[config.mk]
export PLATFORM = sky130hd
export DESIGN_NAME = fcvt_s_w
export DESIGN_NICKNAME = d
export VERILOG_FILES = /design/src/rtl/fpu_pkg.sv /design/src/rtl/lzc32.sv /design/src/rtl/fcvt_s_w.sv
export SDC_FILE = /design/constraint.sdc
export NUM_CORES = 1
export LEC_CHECK = 0
export ABC_AREA = 1
export CELL_PAD_IN_SITES_DETAIL_PLACEMENT = 1
export CELL_PAD_IN_SITES_GLOBAL_PLACEMENT = 2
export CORE_UTILIZATION = 30
export CTS_CLUSTER_DIAMETER = 60
export DETAILED_ROUTE_END_ITERATION = 6
export HOLD_SLACK_MARGIN = 0.08
export PLACE_DENSITY = 0.79
export SLEW_MARGIN = 20
export SYNTH_ARGS = -nofsm -noshare
export SYNTH_HDL_FRONTEND = slang
export SYNTH_HIERARCHICAL = 1
export SYNTH_SLANG_ARGS = --single-unit
export TNS_END_PERCENT = 100
[constraint.sdc]
create_clock -name clk -period 2.8 [get_ports clk]
set_input_delay 0.7 -clock clk [delete_from_list [all_inputs] [get_ports clk]]
set_output_delay 0.7 -clock clk [all_outputs]
set_load 0.01 [all_outputs]
[src/rtl/fpu_pkg.sv]
`default_nettype none
// ============================================================================
// Module      : fpu_pkg
// Description : Shared FPU definitions. This package provides the FP32 field
//               widths, the exponent bias, the packed FP32 struct and the
//               int-to-float exponent base.
// Revision    : 1.0 - initial release
// ============================================================================
package fpu_pkg;

  localparam int EXP_W  = 8;
  localparam int FRAC_W = 23;
  localparam int BIAS   = 127;

  // When a 32-bit integer is normalised with its leading one at bit 31, the
  // value is 2^31. The biased exponent of 2^31 is BIAS + 31 = 158. Every
  // leading zero in front of the one lowers the exponent by one.
  localparam int CVT_EXP_BASE = BIAS + 31;

  typedef struct packed {
    logic              sign;
    logic [EXP_W-1:0]  exp;
    logic [FRAC_W-1:0] frac;
  } fp32_t;

endpackage : fpu_pkg
`default_nettype wire

[src/rtl/lzc32.sv]
`default_nettype none
// ============================================================================
// Module      : lzc32
// Description : Combinational 32-bit leading-zero counter.
//               The output counts the zeros above the most significant set
//               bit. An all-zero input gives 32.
// Ports       : data  [31:0] in  - value to scan
//               count [5:0]  out - leading-zero count, 0..32
// Revision    : 1.0 - initial release
// ============================================================================
module lzc32 (
  input  logic [31:0] data,
  output logic [5:0]  count
);

  // The scan runs from the LSB upward. The last set bit it finds is the
  // most significant one, so that bit sets the final count.
  always_comb begin
    count = 6'd32;
    for (int i = 0; i < 32; i++) begin
      if (data[i]) begin
        count = 6'(31 - i);
      end
    end
  end

endmodule : lzc32
`default_nettype wire

[src/rtl/fcvt_s_w.sv]
`default_nettype none
// ============================================================================
// Module      : fcvt_s_w
// Description : Two-stage pipelined converter from integer to IEEE-754
//               single precision. It implements fcvt.s.w (signed) and
//               fcvt.s.wu (unsigned).
//               Stage 1 computes the sign, the magnitude and the leading-zero
//               count. Stage 2 normalises, rounds and packs the result.
//               Both sides use a ready/valid handshake, and the converter
//               accepts one operand per cycle.
// Ports       : clk, rstn (async, active low), flush (sync drop-all)
//               in_valid/in_ready/in_data/in_unsigned/in_tag  - operand side
//               out_valid/out_ready/out_data/out_tag          - result side
// Parameters  : TAG_W  - width of the opaque destination tag
//               RNE_EN - 1: round to nearest even, 0: truncate toward zero
// Revision    : 1.0 - initial release
// ============================================================================
module fcvt_s_w
  import fpu_pkg::*;
#(
  parameter int TAG_W  = 5,
  parameter int RNE_EN = 1
) (
  input  logic             clk,
  input  logic             rstn,
  input  logic             flush,
  input  logic             in_valid,
  output logic             in_ready,
  input  logic [31:0]      in_data,
  input  logic             in_unsigned,
  input  logic [TAG_W-1:0] in_tag,
  output logic             out_valid,
  input  logic             out_ready,
  output logic [31:0]      out_data,
  output logic [TAG_W-1:0] out_tag
);

  localparam bit         c_rne      = (RNE_EN != 0);
  localparam logic [7:0] c_exp_base = 8'(CVT_EXP_BASE);

  // --------------------------------------------------------------------------
  // Handshake and stage enables
  // --------------------------------------------------------------------------
  logic r_s1_valid;
  logic r_s2_valid;
  logic w_s1_en;
  logic w_s2_en;
  logic w_accept;

  assign w_s2_en  = ~r_s2_valid | out_ready;
  assign w_s1_en  = ~r_s1_valid | w_s2_en;
  // During a flush cycle the pipeline is cleared. An operand offered in that
  // cycle must not slip in, so in_ready is forced low.
  assign in_ready = w_s1_en & ~flush;
  assign w_accept = in_valid & in_ready;

  // --------------------------------------------------------------------------
  // Stage 1: sign, magnitude, leading-zero count
  // --------------------------------------------------------------------------
  logic        w_sign;
  logic [31:0] w_mag;
  logic [5:0]  w_lz;

  assign w_sign = ~in_unsigned & in_data[31];
  // Negating 0x80000000 gives 0x80000000 again. That value is the correct
  // magnitude 2^31 when it is read as unsigned.
  assign w_mag  = w_sign ? (~in_data + 32'd1) : in_data;

  lzc32 u_lzc (
    .data  (w_mag),
    .count (w_lz)
  );

  logic             r_s1_sign;
  logic [31:0]      r_s1_mag;
  logic [5:0]       r_s1_lz;
  logic             r_s1_zero;
  logic [TAG_W-1:0] r_s1_tag;

  always_ff @(posedge clk or negedge rstn) begin
    if (!rstn) begin
      r_s1_sign <= 1'b0;
      r_s1_mag  <= '0;
      r_s1_lz   <= '0;
      r_s1_zero <= 1'b0;
      r_s1_tag  <= '0;
    end else if (w_accept) begin
      r_s1_sign <= w_sign;
      r_s1_mag  <= w_mag;
      r_s1_lz   <= w_lz;
      r_s1_zero <= (w_lz == 6'd32);
      r_s1_tag  <= in_tag;
    end
  end

  // --------------------------------------------------------------------------
  // Stage 2: normalise, round, pack
  // --------------------------------------------------------------------------
  // After the shift, the leading one sits at bit 31. That bit is the hidden
  // bit, so only bits 30:0 are needed.
  logic [30:0] w_norm;
  logic [7:0]  w_exp;
  logic [22:0] w_frac;
  logic        w_guard;
  logic        w_sticky;
  logic        w_round_up;
  logic [23:0] w_frac_sum;
  logic [7:0]  w_exp_rnd;
  fp32_t       w_result;

  assign w_norm     = 31'(r_s1_mag << r_s1_lz);
  assign w_exp      = c_exp_base - {2'b00, r_s1_lz};
  assign w_frac     = w_norm[30:8];
  assign w_guard    = w_norm[7];
  assign w_sticky   = |w_norm[6:0];
  assign w_round_up = c_rne & w_guard & (w_sticky | w_frac[0]);

  // A carry out of the fraction leaves the low 23 bits at zero, and the
  // exponent increases by one. The largest possible value is 2^32, which
  // has exponent 159, so the result cannot overflow to infinity.
  assign w_frac_sum = {1'b0, w_frac} + {23'd0, w_round_up};
  assign w_exp_rnd  = w_exp + {7'd0, w_frac_sum[23]};

  always_comb begin
    w_result = '0;
    if (!r_s1_zero) begin
      w_result.sign = r_s1_sign;
      w_result.exp  = w_exp_rnd;
      w_result.frac = w_frac_sum[22:0];
    end
  end

  logic [31:0]      r_out_data;
  logic [TAG_W-1:0] r_out_tag;

  always_ff @(posedge clk or negedge rstn) begin
    if (!rstn) begin
      r_out_data <= '0;
      r_out_tag  <= '0;
    end else if (!flush && w_s2_en && r_s1_valid) begin
      r_out_data <= w_result;
      r_out_tag  <= r_s1_tag;
    end
  end

  // --------------------------------------------------------------------------
  // Stage valids
  // --------------------------------------------------------------------------
  always_ff @(posedge clk or negedge rstn) begin
    if (!rstn) begin
      r_s1_valid <= 1'b0;
      r_s2_valid <= 1'b0;
    end else if (flush) begin
      r_s1_valid <= 1'b0;
      r_s2_valid <= 1'b0;
    end else begin
      if (w_s1_en) begin
        r_s1_valid <= w_accept;
      end
      if (w_s2_en) begin
        r_s2_valid <= r_s1_valid;
      end
    end
  end

  assign out_valid = r_s2_valid;
  assign out_data  = r_out_data;
  assign out_tag   = r_out_tag;

endmodule : fcvt_s_w
`default_nettype wire
Word level (Yosys, flattened, before mapping)
Cells that the tools add are included.
Cells by class
  add/subtract/negate cells: 4
  equal/unequal tests: 1
  shifts and indexed selects: 1
  muxes and demuxes: 38
  bitwise gates (word level): 12
  reductions and logical operators: 6
Operators by type and width (count)
  $mux 6: 32
  $mux 32: 2
  $add 32x1->32 const B: 1
  $not 32->32: 1
  $shl 32x6->31: 1
  $add 23x1->24: 1
  $add 8x1->8: 1
  $sub 8x6->8 const A: 1
  $reduce_or 7->1: 1
  $eq 6x6->1 const B: 1
  $and 1x1->1: 4
  $mux 1: 4
  $not 1->1: 4
  $reduce_bool 2->1: 2
  $or 1x1->1: 3
  $logic_and 1x1->1: 2
  $logic_not 1->1: 1
Storage, ports and cells
  flip-flop bits (word level): 84
  input bits: 43
  output and inout bits: 39
  word-level logic and storage cells: 71

Longest topological paths before layout
  depth in word-level cells: 36
  mapped depth: 41

By module
The synthesis kept the hierarchy.
By module, submodules not included
  fcvt_s_w: instances 1, cells each 948, area each 6442.4 µm², seq. area each 2077.0 µm²
  lzc32: instances 1, cells each 110, area each 449.2 µm², seq. area each 0.0 µm²

Worst setup path before layout
OpenSTA, ideal clock, no wires.
  kind: input to register
  from: input port in_data[31]
  to: register r_s1_zero
  data arrival time: 3339 ps
  data required time: 2716 ps
  slack: -623 ps
  stages: 36
  buffers on the path: 1
  cell sequence: inv_1 nor2_1 inv_1 clkbuf_1 or2_2 xor2_1 inv_1 nand2_1 nand2_1 nand2_1 nand2_1 nand2_1 nand2_1 nand2_1 nand2_1 nand2_1 nand2_1 nand2_1 nand2_1 nand2_1 nand2_1 nand2_1 nand2_1 nand2_1 nand2_1 nand2_1 nand2_1 nand2_1 nand2_1 nand2_1 nand2_1 nand2_1 a21oi_2 nor4_1 nand3b_1 o21ai_0
RTL lines
  start: declaration: RTL line fcvt_s_w.sv:29  | input logic [31:0] in_data,
  $and 1x1->1: RTL line fcvt_s_w.sv:64  | assign w_sign = ~in_unsigned & in_data[31];
  $mux 32: RTL line fcvt_s_w.sv:67  | assign w_mag = w_sign ? (~in_data + 32'd1) : in_data;
  net w_mag[5]: RTL line fcvt_s_w.sv:61  | logic [31:0] w_mag;
  $mux 6 (27 in a row): RTL line lzc32.sv:21  | if (data[i]) begin
  net w_lz[0]: RTL line fcvt_s_w.sv:62  | logic [5:0] w_lz;
  $eq 6x6->1: RTL line fcvt_s_w.sv:91  | r_s1_zero <= (w_lz == 6'd32);
  end signal: assignment: RTL line fcvt_s_w.sv:91
  end: declaration: RTL line fcvt_s_w.sv:77  | logic r_s1_zero;
The timed path passes the listed nets, and every way through them passes these cells.
A chain may end at the register's enable or synchronous reset.

Worst setup path in the final report
  from: input port in_data[31]
  to: register r_s1_zero
RTL lines (RTL line)
  $and 1x1->1: fcvt_s_w.sv:64
  $mux 32: fcvt_s_w.sv:67
  net w_mag[2]: fcvt_s_w.sv:61
  $mux 6 (30 in a row): lzc32.sv:21
  net w_lz[0]: fcvt_s_w.sv:62
  $eq 6x6->1: fcvt_s_w.sv:91
The timed path passes the listed nets, and every way through them passes these cells.

==> out/results.txt <==
Seq/Total Area, Yosys: 30.1%
Clk buf depth: 2
GP Congestion: 0.903
Yosys top cell area share: 30.1%
Worst EP required: 3.02 ns
CTS Root Cell: clkbuf_16
Number of detailed-route iterations in the first pass: 4
R2R cell count: 20
Final hold vios: 0
Grt ovf: 0
Commonest register cell after synthesis: dfrtp_1
Slowest-stage cell, CP: nor2_4
Max-Cap Viols: 0
Avg WL per Cell: 15.9 um
Fill cells: 2,771
Setup CP Type: in -> reg
Hold Path Class: in -> async
PnR worst setup slack: -0.464 ns
Worst Max-Slew Pin Slew: 0.561 ns
Clock-pin slew on the worst setup and hold paths: 0.07 ns
Ant diodes: 0
Synth area leaders: dfrtp_1 (30%), nand2_1 (18%), nand3_1 (15%), inv_1 (5.4%), nor2_1 (3.8%)
Total track usage: 21.1%
Peak VDD IR: 0.294 mV
Flops & latches, synth: 83
DP Wirelength: 18.3 mm
Yosys warnings: 6
Critical Path End Type: flop
R2R Path End: out_data[28]
I/O pin total: 82
Nature of the critical path startpoint: input port
Die width: 154 um
NumNets Final: 1,347
Cell Area, Synth: 0.00689 mm2
Chip Height: 154 um
Number of synthesized flops with an enable pin: 0
Synth cell count leaders: nand2_1 (327), nand3_1 (200), inv_1 (99)
Fin crit share: 117%
Failing checks: negative setup slack
I/O Buffers: 81
Count leader, synth: nand2_1
Max stage delay on crit path: 0.21 ns
RSZ-0062 raised after global routing: true
Final setup viols: 7
Status: finished with violations
Crit Path Max Fanout: 6
Mapped Cells: 1,058
Drt total wl: 25.3 mm
Syn Area/Cell: 6.51 um2
Leading area contributor after synthesis: dfrtp_1
Reg2reg setup slack: 0.06 ns
CTS tree: built
Syn_nets: 1,105
Worst R2R Start: r_s1_lz[0]
Placement Cell Area: 0.00906 mm2
Ratio of cells with drive above 1 in the final layout: 36.7%
Pwr Total: 6.03 mW
Leak Pwr: 5.31 nW
Cell Rows: 55
Worst path arrival time: 3.48 ns
Initial core utilization: 30.5%
Routed Antenna Nets: 0
Crit path top cell by count: nand2_1
Vias per std cell: 4.90
Vias in the first global route: 8,086
Power Density: 559 mW/mm2
Clock sink total: 83
Hold_buf cts: 0
Slew Limit Fails: 0
Synth-to-Final Area Change: 56.7%
Largest net degree at the start of global routing: 45
Distinct cell type count after synthesis: 46
Via Count: 7,787
Fmax: 306 MHz
Relative slew slack: 62.6%
Total CTS buffers: 9
Worst-Skew Late Latency: 0.35 ns
Drt first-iter violations: 304
CTS H-Tree Depth: 3
FFs w/ async S/R, synth: 100%
Fin area: 0.0108 mm2
Worst Clk Skew: 0.00847 ns
Post-route DRC: 0
Core area: 0.0226 mm2
Setup TNS: -1.43 ns
Fin crit period: 3.26 ns
Initial antenna violation count: 0
Die ar.: 0.0236 mm2
First-pass GRT wire length: 40.4 mm
[worst max-delay path, delay by kind of cell]
family | cells | cell delay, ns
AND/OR/NAND/NOR | 32 | 2.04
buffers and inverters | 4 | 0.32
XOR/XNOR | 1 | 0.18
AO/OA/AOI/OAI | 2 | 0.25
[repair_timing]
item	in CTS	in global routing
gates cloned	0	2
setup buffers	32	19
setup endpoints to repair	8	21
resized for setup	117	188
pin swaps	64	78
[power by group]
part / leakage, nW / internal [mW] / switching (mW) / total (mW)
clock network: 0.132 / 0.629 / 0.520 / 1.15
logic: 4.12 / 1.43 / 1.82 / 3.26
registers: 1.05 / 1.45 / 0.172 / 1.63
total: 5.31 / 3.52 / 2.52 / 6.03
[cells in the final DEF, fill, tap and decap left out, types with 5 or more instances in the layout]
| master | instances |
|---|---|
| nand2_1 | 291 |
| buf_4 | 174 |
| nand3_1 | 142 |
| inv_1 | 87 |
| dfrtp_1 | 82 |
| nand3_2 | 65 |
| clkdlybuf4s50_1 | 63 |
| nand2_2 | 46 |
| nor2_1 | 42 |
| o21ai_0 | 31 |
| nor2_2 | 25 |
| xor2_1 | 20 |
| nor2_4 | 20 |
| nand3_4 | 18 |
| nand2_4 | 17 |
| inv_2 | 15 |
| buf_6 | 14 |
| o21ai_1 | 13 |
| nand4_1 | 11 |
| clkbuf_16 | 11 |
| xor2_2 | 8 |
| buf_12 | 7 |
| a21oi_1 | 6 |
| o21ai_2 | 5 |
| buf_8 | 5 |
[state kept, by name, indices dropped and copies added (netlist names)]
name        count
out_valid       1
out_data       32
r_s1_mag       31
r_s1_zero       1
r_s1_valid      1
r_s1_tag        5
r_s1_lz         6
r_s1_sign       1
out_tag         5
[metrics by stage]
step	hold WS [ns]	util [%]	worst slack, ns	instances
after global routing	0.359	47.8	-0.819	1590
after CTS	0.343	43.4	-0.444	1570
after floorplan	0.404	-	-0.253	1058
after detailed placement	0.465	40.1	-1.16	1524
after global placement	0.461	40.1	-1.15	1524
final	0.319	47.8	-0.464	1590
[layer usage]
metal	up-vias	global-route usage, %	routed length (um)
met5	-	0	0
met4	0	6.43	533
met3	34	2.25	382
met2	112	38.6	13100
met1	3724	26.0	11200
li1	3917	-	-
[cell type report]
cell class / instances / area (um2) / area share [%]
multi-input cells: 819 / 5160 / 47.8
repair buffers: 277 / 2470 / 22.9
flip-flops and latches: 83 / 2080 / 19.2
inverters: 110 / 453 / 4.20
well taps: 285 / 357 / 3.30
clock buffers: 11 / 243 / 2.25
clock inverters: 5 / 37.5 / 0.348
[logic make-up after synthesis]
family	after synthesis	synth area share (%)
AO/OA/AOI/OAI	80	6.72
flip-flops	83	30.1
AND/OR/NAND/NOR	702	48.5
buffers and inverters	156	9.73
XOR/XNOR	33	4.19
adder cells (fa/ha/maj)	4	0.726
[worst max-delay path by stage]
stage	from	slack, ns	to	depth (start not counted)
finish	in_data[31]	-0.46	r_s1_zero	39
global route	in_data[31]	-0.82	r_s1_zero	39
CTS	in_data[1]	-0.44	r_s1_zero	32
detailed placement	in_data[31]	-1.16	r_s1_zero	41
global placement	in_data[31]	-1.15	r_s1_zero	38
floorplan	in_data[31]	-0.25	r_s1_zero	36
Power figures use the tool's default switching activity.
